===== config.mk =====
export PLATFORM = sky130hd
export DESIGN_NAME = regfile_wb_arbiter_flat
export DESIGN_NICKNAME = d
export VERILOG_FILES = /design/src/rtl/regfile_wb_arbiter_pkg.sv /design/src/rtl/regfile_wb_arbiter_if.sv /design/src/rtl/regfile_wb_arbiter_wb_scoreboard.sv /design/src/rtl/regfile_wb_arbiter.sv /design/src/flat_wrapper.sv
export SDC_FILE = /design/constraint.sdc
export NUM_CORES = 1
export LEC_CHECK = 0
export BUFFER_PORTS_ARGS = -buffer_cell sky130_fd_sc_hd__buf_4
export CAP_MARGIN = 20
export CORE_UTILIZATION = 50
export DETAILED_ROUTE_END_ITERATION = 8
export GPL_ROUTABILITY_DRIVEN = 0
export PLACE_DENSITY = 0.8
export SLEW_MARGIN = 20
export SYNTH_ARGS = -nofsm -noshare
export SYNTH_HDL_FRONTEND = slang
export SYNTH_SLANG_ARGS = --single-unit

===== constraint.sdc =====
create_clock -name CLK -period 2.8 [get_ports CLK]
set_input_delay 0.56 -clock CLK [delete_from_list [all_inputs] [get_ports CLK]]
set_output_delay 0.56 -clock CLK [all_outputs]
set_load 0.05 [all_outputs]

===== src/rtl/regfile_wb_arbiter_pkg.sv =====
// Shared types and constants for the register-file writeback arbiter.
package regfile_wb_arbiter_pkg;

  localparam int unsigned REG_ADDR_W = 5;
  localparam int unsigned XLEN       = 32;
  localparam int unsigned WAIT_W     = 4;

  typedef enum logic {
    REQ_P0 = 1'b0,
    REQ_P1 = 1'b1
  } req_e;

  typedef logic [REG_ADDR_W-1:0] reg_addr_t;
  typedef logic [XLEN-1:0]       xlen_t;

  // One-hot register mask with x0 always excluded.
  function automatic logic [31:0] nz_onehot(input reg_addr_t r);
    return (32'd1 << r) & ~32'd1;
  endfunction

endpackage


===== src/rtl/regfile_wb_arbiter_if.sv =====
// Writeback requesters, scoreboard set/query and register-file write port.
interface regfile_wb_arbiter_if;
  import regfile_wb_arbiter_pkg::*;

  logic      p0_valid;
  logic      p0_ready;
  reg_addr_t p0_rd;
  xlen_t     p0_data;
  logic      p1_valid;
  logic      p1_ready;
  reg_addr_t p1_rd;
  xlen_t     p1_data;
  logic      sb_set_valid;
  reg_addr_t sb_set_rd;
  reg_addr_t q_rs1;
  reg_addr_t q_rs2;
  logic      q_rs1_busy;
  logic      q_rs2_busy;
  logic      WE3;
  reg_addr_t A3;
  xlen_t     WD3;

  modport master (
    output p0_valid, p0_rd, p0_data,
    output p1_valid, p1_rd, p1_data,
    output sb_set_valid, sb_set_rd, q_rs1, q_rs2,
    input  p0_ready, p1_ready, q_rs1_busy, q_rs2_busy,
    input  WE3, A3, WD3
  );

  modport slave (
    input  p0_valid, p0_rd, p0_data,
    input  p1_valid, p1_rd, p1_data,
    input  sb_set_valid, sb_set_rd, q_rs1, q_rs2,
    output p0_ready, p1_ready, q_rs1_busy, q_rs2_busy,
    output WE3, A3, WD3
  );

endinterface


===== src/rtl/regfile_wb_arbiter_wb_scoreboard.sv =====
// Pending multi-cycle destination bitmap with two combinational query ports.
module wb_scoreboard
  import regfile_wb_arbiter_pkg::*;
(
  input  logic      CLK,
  input  logic      Reset,
  input  logic      set_valid,
  input  reg_addr_t set_rd,
  input  logic      clr_valid,
  input  reg_addr_t clr_rd,
  input  reg_addr_t q_rs1,
  input  reg_addr_t q_rs2,
  output logic      q_rs1_busy,
  output logic      q_rs2_busy
);

  logic [31:0] busy_q;
  logic [31:0] busy_d;
  logic [31:0] set_mask;
  logic [31:0] clr_mask;

  // Set is OR-ed after the clear so a same-cycle set/clear leaves the bit busy.
  always_comb begin
    set_mask = set_valid ? nz_onehot(set_rd) : '0;
    clr_mask = clr_valid ? nz_onehot(clr_rd) : '0;
    busy_d   = (busy_q & ~clr_mask) | set_mask;
  end

  always_ff @(posedge CLK or posedge Reset) begin
    if (Reset) begin
      busy_q <= '0;
    end else begin
      busy_q <= busy_d;
    end
  end

  assign q_rs1_busy = busy_q[q_rs1];
  assign q_rs2_busy = busy_q[q_rs2];

endmodule


===== src/rtl/regfile_wb_arbiter.sv =====
// Arbitrates the single register-file write port between pipeline writeback
// (p0) and the multi-cycle unit (p1); tracks pending p1 destinations.
module regfile_wb_arbiter
  import regfile_wb_arbiter_pkg::*;
#(
  parameter int unsigned PRIO_P0  = 1,
  parameter int unsigned MAX_WAIT = 4
) (
  input  logic                CLK,
  input  logic                Reset,
  regfile_wb_arbiter_if.slave bus
);

  localparam logic [WAIT_W-1:0] WAIT_LIM = WAIT_W'(MAX_WAIT);

  logic              p0_grant;
  logic              p1_grant;
  logic              xfer;
  req_e              last_grant;
  logic [WAIT_W-1:0] wait_cnt;
  logic [WAIT_W-1:0] wait_cnt_d;
  reg_addr_t         wr_rd;
  xlen_t             wr_data;
  logic              we_q;
  reg_addr_t         a3_q;
  xlen_t             wd3_q;

  always_comb begin
    p0_grant = 1'b0;
    p1_grant = 1'b0;
    unique case ({bus.p1_valid, bus.p0_valid})
      2'b01: p0_grant = 1'b1;
      2'b10: p1_grant = 1'b1;
      2'b11: begin
        if (PRIO_P0 != 0) begin
          // p0 wins unless p1 has been refused long enough
          if (wait_cnt == WAIT_LIM) p1_grant = 1'b1;
          else                      p0_grant = 1'b1;
        end else begin
          if (last_grant == REQ_P1) p0_grant = 1'b1;
          else                      p1_grant = 1'b1;
        end
      end
      default: ;
    endcase
  end

  assign bus.p0_ready = p0_grant;
  assign bus.p1_ready = p1_grant;

  always_comb begin
    xfer    = p0_grant | p1_grant;
    wr_rd   = p1_grant ? bus.p1_rd   : bus.p0_rd;
    wr_data = p1_grant ? bus.p1_data : bus.p0_data;
  end

  always_comb begin
    wait_cnt_d = '0;
    if (bus.p1_valid && !p1_grant) begin
      wait_cnt_d = (wait_cnt == WAIT_LIM) ? wait_cnt : wait_cnt + 1'b1;
    end
  end

  always_ff @(posedge CLK or posedge Reset) begin
    if (Reset) begin
      last_grant <= REQ_P1;
      wait_cnt   <= '0;
    end else begin
      wait_cnt <= wait_cnt_d;
      if (p1_grant)      last_grant <= REQ_P1;
      else if (p0_grant) last_grant <= REQ_P0;
    end
  end

  // x0 transfers complete normally but never raise the write enable.
  always_ff @(posedge CLK or posedge Reset) begin
    if (Reset) begin
      we_q  <= 1'b0;
      a3_q  <= '0;
      wd3_q <= '0;
    end else if (xfer) begin
      we_q  <= (wr_rd != '0);
      a3_q  <= wr_rd;
      wd3_q <= wr_data;
    end else begin
      we_q  <= 1'b0;
    end
  end

  assign bus.WE3 = we_q;
  assign bus.A3  = a3_q;
  assign bus.WD3 = wd3_q;

  wb_scoreboard u_sb (
    .CLK        (CLK),
    .Reset      (Reset),
    .set_valid  (bus.sb_set_valid),
    .set_rd     (bus.sb_set_rd),
    .clr_valid  (p1_grant),
    .clr_rd     (bus.p1_rd),
    .q_rs1      (bus.q_rs1),
    .q_rs2      (bus.q_rs2),
    .q_rs1_busy (bus.q_rs1_busy),
    .q_rs2_busy (bus.q_rs2_busy)
  );

endmodule


===== src/flat_wrapper.sv =====
// flat-port wrapper written by rule: the top's interface ports become plain ports
module regfile_wb_arbiter_flat import regfile_wb_arbiter_pkg::*;
#(
  parameter int unsigned PRIO_P0  = 1,
  parameter int unsigned MAX_WAIT = 4
)
  (CLK, Reset, bus_p0_valid, bus_p0_rd, bus_p0_data, bus_p1_valid, bus_p1_rd, bus_p1_data, bus_sb_set_valid, bus_sb_set_rd, bus_q_rs1, bus_q_rs2, bus_p0_ready, bus_p1_ready, bus_q_rs1_busy, bus_q_rs2_busy, bus_WE3, bus_A3, bus_WD3);
  regfile_wb_arbiter_if bus_i ();
  input  logic CLK;
  input  logic Reset;
  input wire logic [$bits(bus_i.p0_valid)-1:0] bus_p0_valid;
  input wire logic [$bits(bus_i.p0_rd)-1:0] bus_p0_rd;
  input wire logic [$bits(bus_i.p0_data)-1:0] bus_p0_data;
  input wire logic [$bits(bus_i.p1_valid)-1:0] bus_p1_valid;
  input wire logic [$bits(bus_i.p1_rd)-1:0] bus_p1_rd;
  input wire logic [$bits(bus_i.p1_data)-1:0] bus_p1_data;
  input wire logic [$bits(bus_i.sb_set_valid)-1:0] bus_sb_set_valid;
  input wire logic [$bits(bus_i.sb_set_rd)-1:0] bus_sb_set_rd;
  input wire logic [$bits(bus_i.q_rs1)-1:0] bus_q_rs1;
  input wire logic [$bits(bus_i.q_rs2)-1:0] bus_q_rs2;
  output wire logic [$bits(bus_i.p0_ready)-1:0] bus_p0_ready;
  output wire logic [$bits(bus_i.p1_ready)-1:0] bus_p1_ready;
  output wire logic [$bits(bus_i.q_rs1_busy)-1:0] bus_q_rs1_busy;
  output wire logic [$bits(bus_i.q_rs2_busy)-1:0] bus_q_rs2_busy;
  output wire logic [$bits(bus_i.WE3)-1:0] bus_WE3;
  output wire logic [$bits(bus_i.A3)-1:0] bus_A3;
  output wire logic [$bits(bus_i.WD3)-1:0] bus_WD3;
  assign bus_i.p0_valid = bus_p0_valid;
  assign bus_i.p0_rd = bus_p0_rd;
  assign bus_i.p0_data = bus_p0_data;
  assign bus_i.p1_valid = bus_p1_valid;
  assign bus_i.p1_rd = bus_p1_rd;
  assign bus_i.p1_data = bus_p1_data;
  assign bus_i.sb_set_valid = bus_sb_set_valid;
  assign bus_i.sb_set_rd = bus_sb_set_rd;
  assign bus_i.q_rs1 = bus_q_rs1;
  assign bus_i.q_rs2 = bus_q_rs2;
  assign bus_p0_ready = bus_i.p0_ready;
  assign bus_p1_ready = bus_i.p1_ready;
  assign bus_q_rs1_busy = bus_i.q_rs1_busy;
  assign bus_q_rs2_busy = bus_i.q_rs2_busy;
  assign bus_WE3 = bus_i.WE3;
  assign bus_A3 = bus_i.A3;
  assign bus_WD3 = bus_i.WD3;
  regfile_wb_arbiter #(.PRIO_P0(PRIO_P0), .MAX_WAIT(MAX_WAIT)) u_core (.CLK(CLK), .Reset(Reset), .bus(bus_i));
endmodule

==> out/metrics.csv, run 1 <==
metric,value,unit
status,completed,
number of antenna violations at the first check in global routing,0,
ys async rst share,100,%
register area share after synthesis,46.5,%
Slew @ Worst Pin,633,ps
maximum vdd drop,0.344,mV
ANT cells,0,
clk slew on worst S/H paths,70,ps
Crit Path Category,reg -> out,
critical path's largest stage delay,390,ps
layout cells sized above 1,29.1,%
I/O Buffers,135,
post-synthesis cell type count,31,
Final Power,0.00298,W
Crit Path Max Fanout,10,
Root Buffer Master,clkbuf_8,
fin crit share,85.3,%
Post-synth EDFFs,0,
YS warnings,0,
Slew headroom,57.7,%
die span in y,90.6,um
vias in the first global route,3634,
R2R cell count,7,
setup TNS,0,ps
Fin. Hold Viols,0,
RSZ-0062 raised after global routing,false,
crit path buf inv count,2,
Die Wd,90.6,um
final setup skew,5.63,ps
Final min period,2390,ps
PostCTS Resize Cnt,0,
drt first pass iters,5,
CTS sink count,73,
row cnt,31,
CP Launch Point,u_core.wait_cnt[0],
Mapped Cells,424,
H-Tree Level Count,3,
Reg2Reg Capture Point,u_core.bus.A3[3],
# DRC,0,
worst-skew pair later-pin latency,340,ps
vias,3561,
Synth Register Bits,73,
mapped cell area,0.00393,mm2
CTS Buffer Depth,2,
max-slew violation count,0,
maxcap violations,0,
DRT antenna net count,0,
IO Pins,136,
reg-to-reg startpoint,u_core.wait_cnt[0],
met1 Use GR,34.3,%
Final #Nets,645,
routing usage on met2,44.5,%
Post-CTS Hold Fix Bufs,0,
gr busiest metal,met2,
gr ovfl total,0,
top_reg_cell synth,dfrtp_1,
Post-CTS Setup Bufs,0,
Crit-path slowest cell,dfrtp_1,
Initial Utilization,53.0,%
TritonCTS buffer count,9,
cell chain of the critical path,inv_1 -> ha_1 -> and3b_1 -> o21a_2 -> nor2_1 -> buf_4,
CTS tree,yes,
average size of a mapped cell,9.27,um2
average routed wire per standard cell,16.0,um
first-pass GRT wire length,17500,um
Leak,2.48,nW
net count after synthesis,520,
Post-Route WL,10400,um
vias per std cell,5.45,
Worst R2R Setup Slack,920,ps
worst hold path class,in -> async,
die area,0.00822,mm2
Fmax,419,MHz
Core Box Area,0.00741,mm2
met3 usage,5.05,%
Iter 0 DRT Violations,187,
pin count of the biggest net entering global routing,46,
DP HPWL,7990,um
total global-route track usage,26.7,%
startpoint type of the worst setup path,flip-flop,
Crit path max-delay family,flip-flops,
Final Setup Violations,0,
synth-to-layout area growth,30.7,%
Power Density,580,mW/mm2
CP Capture Type,primary output,
WP data required,2240,ps
critical path arrival,1830,ps
-- where the power goes --
part	internal (W)	switching [W]
logic	0.000371	0.000558
registers	0.00123	0.000133
clock network	0.000317	0.000370
total	0.00192	0.00106
-- registers in the layout, summed over array words and instances, names as in the netlist --
name / count
u_core.wait_cnt: 4
u_core.u_sb.busy_q: 31
u_core.bus.WE3: 1
u_core.bus.WD3: 32
u_core.bus.A3: 5
-- cells in the mapped netlist (2+ instances only) --
cell | instances | area share (%)
a211oi_1 | 3 | 0.57
a21oi_1 | 7 | 0.89
a22oi_1 | 4 | 0.76
and2_1 | 3 | 0.48
buf_1 | 4 | 0.38
buf_2 | 10 | 1.3
buf_6 | 3 | 0.86
clkbuf_1 | 8 | 0.76
dfrtp_1 | 73 | 46
ha_1 | 2 | 0.64
inv_1 | 7 | 0.67
mux2i_1 | 54 | 14
mux4_2 | 6 | 3.4
nand2_1 | 104 | 9.9
nand2b_1 | 9 | 1.4
nand3_1 | 9 | 1.1
nand4_1 | 2 | 0.32
nor2_1 | 17 | 1.6
nor2b_1 | 8 | 1.3
nor3_1 | 2 | 0.25
o2111ai_1 | 10 | 2.2
o211ai_1 | 2 | 0.38
o21ai_0 | 69 | 8.8
-- metal layers --
layer | vias up | wire length (um)
li1 | 1726 | -
met1 | 1679 | 4490
met2 | 142 | 5110
met3 | 14 | 686
met4 | 0 | 148
met5 | - | 0
-- worst max-delay path by stage --
stage                     slack, ps  cells past startpoint        endpoint
after global placement          500                      6  bus_q_rs1_busy
after CTS                       390                      6    bus_p0_ready
after floorplan                 170                      7    bus_p0_ready
after detailed placement        470                      6  bus_q_rs1_busy
final                           410                      6    bus_p0_ready
after global routing            290                      6    bus_p0_ready
-- metrics by stage --
step | setup WS [ps] | hold WS (ps) | utilization [%] | cell area (um2) | instances
5_1_grt | 289 | 362 | 69.3 | 5130 | 653
4_1_cts | 394 | 328 | 69.3 | 5130 | 653
2_1_floorplan | 174 | 452 | - | 3930 | 424
3_5_place_dp | 474 | 475 | 67.2 | 4980 | 637
3_3_place_gp | 497 | 473 | 67.2 | 4980 | 637
6_report | 412 | 310 | 69.3 | 5130 | 653
-- area by class of cell --
cell class / instances / area (um2)
fillers: 582 / 2270
multi-input cells: 319 / 1950
flip-flops and latches: 73 / 1830
repair buffers: 139 / 1060
clock buffers: 12 / 135
well taps: 99 / 124
inverters: 7 / 26.3
clock inverters: 4 / 20.0
-- kinds of logic (layout without fill, tap and decap cells) --
| logic type | Yosys count | in the layout | share of synthesized area (%) |
|---|---|---|---|
| simple gates | 158 | 158 | 17.2 |
| compound gates | 97 | 97 | 14.1 |
| flops | 73 | 73 | 46.5 |
| mux | 60 | 60 | 17.2 |
| buf+inv | 32 | 162 | 3.95 |
| fa+ha+maj | 2 | 2 | 0.637 |
| xor+xnor | 2 | 2 | 0.446 |
-- layout by cell type (no fill, tap or decap), drive strengths merged --
master	instances
a22oi	4
nor3	2
o21ai	69
clkinv	4
and2	3
and3	1
a21oi	7
clkbuf	12
or2	1
o2111ai	10
nand3	9
o21a	1
and3b	1
mux4	6
xor2	1
xnor2	1
o41ai	1
ha	2
nor2	17
buf	139
nand2b	9
nor2b	8
mux2i	54
dfrtp	73
nand4	2
o211ai	2
or4	1
inv	7
a211oi	3
nand2	104
Note: power is estimated with default switching activity, not from simulation.
==> inputs of run 2 (changes only) <==
--- a/config.mk
+++ b/config.mk
@@ -7,10 +7,11 @@
 export LEC_CHECK = 0
 export BUFFER_PORTS_ARGS = -buffer_cell sky130_fd_sc_hd__buf_4
 export CAP_MARGIN = 20
-export CORE_UTILIZATION = 50
+export CORE_UTILIZATION = 46
+export CTS_CLUSTER_SIZE = 16
 export DETAILED_ROUTE_END_ITERATION = 8
 export GPL_ROUTABILITY_DRIVEN = 0
-export PLACE_DENSITY = 0.8
+export PLACE_DENSITY = 0.77
 export SLEW_MARGIN = 20
 export SYNTH_ARGS = -nofsm -noshare
 export SYNTH_HDL_FRONTEND = slang
==> constraint.sdc (replaced) <==
create_clock -name CLK -period 1.95 [get_ports CLK]
set_input_delay 0.39 -clock CLK [delete_from_list [all_inputs] [get_ports CLK]]
set_output_delay 0.39 -clock CLK [all_outputs]
set_load 0.05 [all_outputs]
==> out/metrics.csv, run 2 (synthesized netlist as in run 1, its figures left out) <==
metric,value,unit,change
Final min period,2160,ps,
pin count of the biggest net entering global routing,74,,was 46
CTS Buffer Depth,2,,unchanged
Iter 0 DRT Violations,142,,was 187
gr ovfl total,0,,unchanged
Final #Nets,655,,was 645
Crit-path slowest cell,mux4_2,,was dfrtp_1
"Cell Area, Placed",0.00505,mm2,was 0.00498 mm2
setup TNS,-399,ps,was 0 ps
max reg flops,32,,unchanged
Slew @ Worst Pin,710,ps,was 633 ps
Setup WS pre-CTS,-17.2,ps,was 474 ps
IO Pins,136,,unchanged
Reg area,0.00183,mm2,unchanged
clk slew on worst S/H paths,70,ps,about the same
Worst R2R Setup Slack,220,ps,was 920 ps
drt first pass iters,4,,was 5
final core utilization,64.8,%,was 69.3%
die span in y,94.4,um,was 90.6 um
ANT cells,0,,unchanged
Crit path max-delay family,multiplexers,,was flip-flops
# DRC,0,,unchanged
Post-CTS Hold Fix Bufs,0,,unchanged
die area,0.00891,mm2,was 0.00822 mm2
Slew headroom,52.6,%,was 57.7%
RSZ-0062 raised after global routing,true,,was false
max-slew violation count,0,,unchanged
Root Buffer Master,clkbuf_8,,unchanged
worst-skew pair later-pin latency,340,ps,about the same
status,finished with violations,,was completed
Leak,2.57,nW,was 2.48 nW
row cnt,33,,was 31
CTS sink count,73,,unchanged
total global-route track usage,25.9,%,was 26.7%
setup slack after layout,-208,ps,was 412 ps
violated checks,negative setup slack,,
vias,3643,,was 3561
worst hold path class,in -> async,,unchanged
fin crit share,111,%,
critical path's largest stage delay,460,ps,was 390 ps
average routed wire per standard cell,16.3,um,was 16.0 um
final setup skew,8.37,ps,was 5.63 ps
Core Box Area,0.00826,mm2,was 0.00741 mm2
H-Tree Level Count,3,,unchanged
Fmax,463,MHz,
Post-Route WL,10900,um,was 10400 um
most frequent cells in the layout,"143 x buf_4, 104 x nand2_1, 73 x dfrtp_1",,"was 138 x buf_4, 104 x nand2_1, 73 x dfrtp_1"
startpoint type of the worst setup path,flip-flop,,unchanged
Crit Path Max Fanout,3,,was 10
DP HPWL,8100,um,was 7990 um
synth-to-layout area growth,36.2,%,was 30.7%
maxcap violations,0,,unchanged
fin area,0.00535,mm2,was 0.00513 mm2
WP data required,1560,ps,was 2240 ps
Crit Path Category,reg -> out,,unchanged
cell chain of the critical path,mux4_2 -> nand2b_4 -> o211ai_1 -> nand4_1 -> buf_6,,was inv_1 -> ha_1 -> and3b_1 -> o21a_2 -> nor2_1 -> buf_4
area of the multi-input gates,0.00201,mm2,was 0.00195 mm2
"commonest non-fill, non-tap cell in the layout",buf_4,,unchanged
layout cells sized above 1,32.1,%,was 29.1%
DRT antenna net count,0,,unchanged
maximum vdd drop,0.533,mV,was 0.344 mV
Initial Utilization,47.6,%,was 53.0%
crit path buf inv count,1,,was 2
critical path arrival,1770,ps,was 1830 ps
vias in the first global route,3745,,was 3634
Fin. Hold Viols,0,,unchanged
number of antenna violations at the first check in global routing,0,,unchanged
TritonCTS buffer count,9,,unchanged
filler instances,685,,was 582
Power Density,847,mW/mm2,was 580 mW/mm2
CP Capture Type,primary output,,unchanged
vias per std cell,5.45,,about the same
Final Setup Violations,3,,was 0
first-pass GRT wire length,17400,um,was 17500 um
CTS tree,yes,,unchanged
Die Wd,94.4,um,was 90.6 um
I/O Buffers,135,,unchanged
run 2: changes by cell type in the layout (fill, tap and decap cells not counted), sizes merged:
cell and change:
clkinv -2, bufinv +1, buf +10, clkinvlp +1, inv -1
run 2: timing repair:
item	CTS	global route
pin swaps	7	4
setup endpoints to repair	4	4
gates resized for setup	11	2
setup buffers	3	3
run 2: routing by layer:
layer  vias up  part of all wire (%)  global-route usage [%]
met5         -                     0                       0
met2       139                    50                    44.6
met3        16                   7.6                    6.76
li1       1751                     -                       -
met1      1737                    41                    30.6
met4         0                   2.1                    10.5
run 2: cell type report:
cell class                      count  area share (%)
Multi-Input combinational cell    319            37.5
Sequential cell                    73            34.1
Timing Repair Buffer              149            21.7
Clock buffer                       12            2.90
Tap cell                          105            2.45
Clock inverter                      3           0.748
Inverter                            7           0.561
run 2: stage by stage:
step / power (W) / hold slack [ps] / cells
floorplan: 0.00282 / 452 / 424
global placement: 0.00329 / 475 / 647
detailed placement: 0.00334 / 483 / 647
CTS: 0.00455 / 159 / 665
global route: 0.00476 / 188 / 668
finish: 0.00454 / 144 / 668
run 2: worst register-to-register path: stages (launching register included):
cell      delay [ps]
dfrtp_1          350
inv_1             50
ha_2             160
and3b_2          220
o21a_4           220
buf_4            140
buf_12           170
a211oi_1         220
a21oi_1           70
run 2: worst paths after layout:
kind | start | endpoint | cells after the start
setup / recovery | u_core.u_sb.busy_q[4] | bus_q_rs1_busy | 5
hold / removal | Reset | u_core.bus.WD3[20] | 3
setup reg to reg | u_core.wait_cnt[1] | u_core.bus.A3[3] | 8
hold reg to reg | u_core.u_sb.busy_q[7] | u_core.u_sb.busy_q[7] | 2
max in group asynchronous | Reset | u_core.u_sb.busy_q[7] | 3
min in group CLK | bus_p1_data[9] | u_core.bus.WD3[9] | 3
run 2: report_power, final:
group,leakage (nW),internal [W],switching (W)
Combinational,1.59,0.000582,0.000816
Clock,0.102,0.000650,0.000523
Sequential,0.882,0.00176,0.000202
Total,2.57,0.00300,0.00154
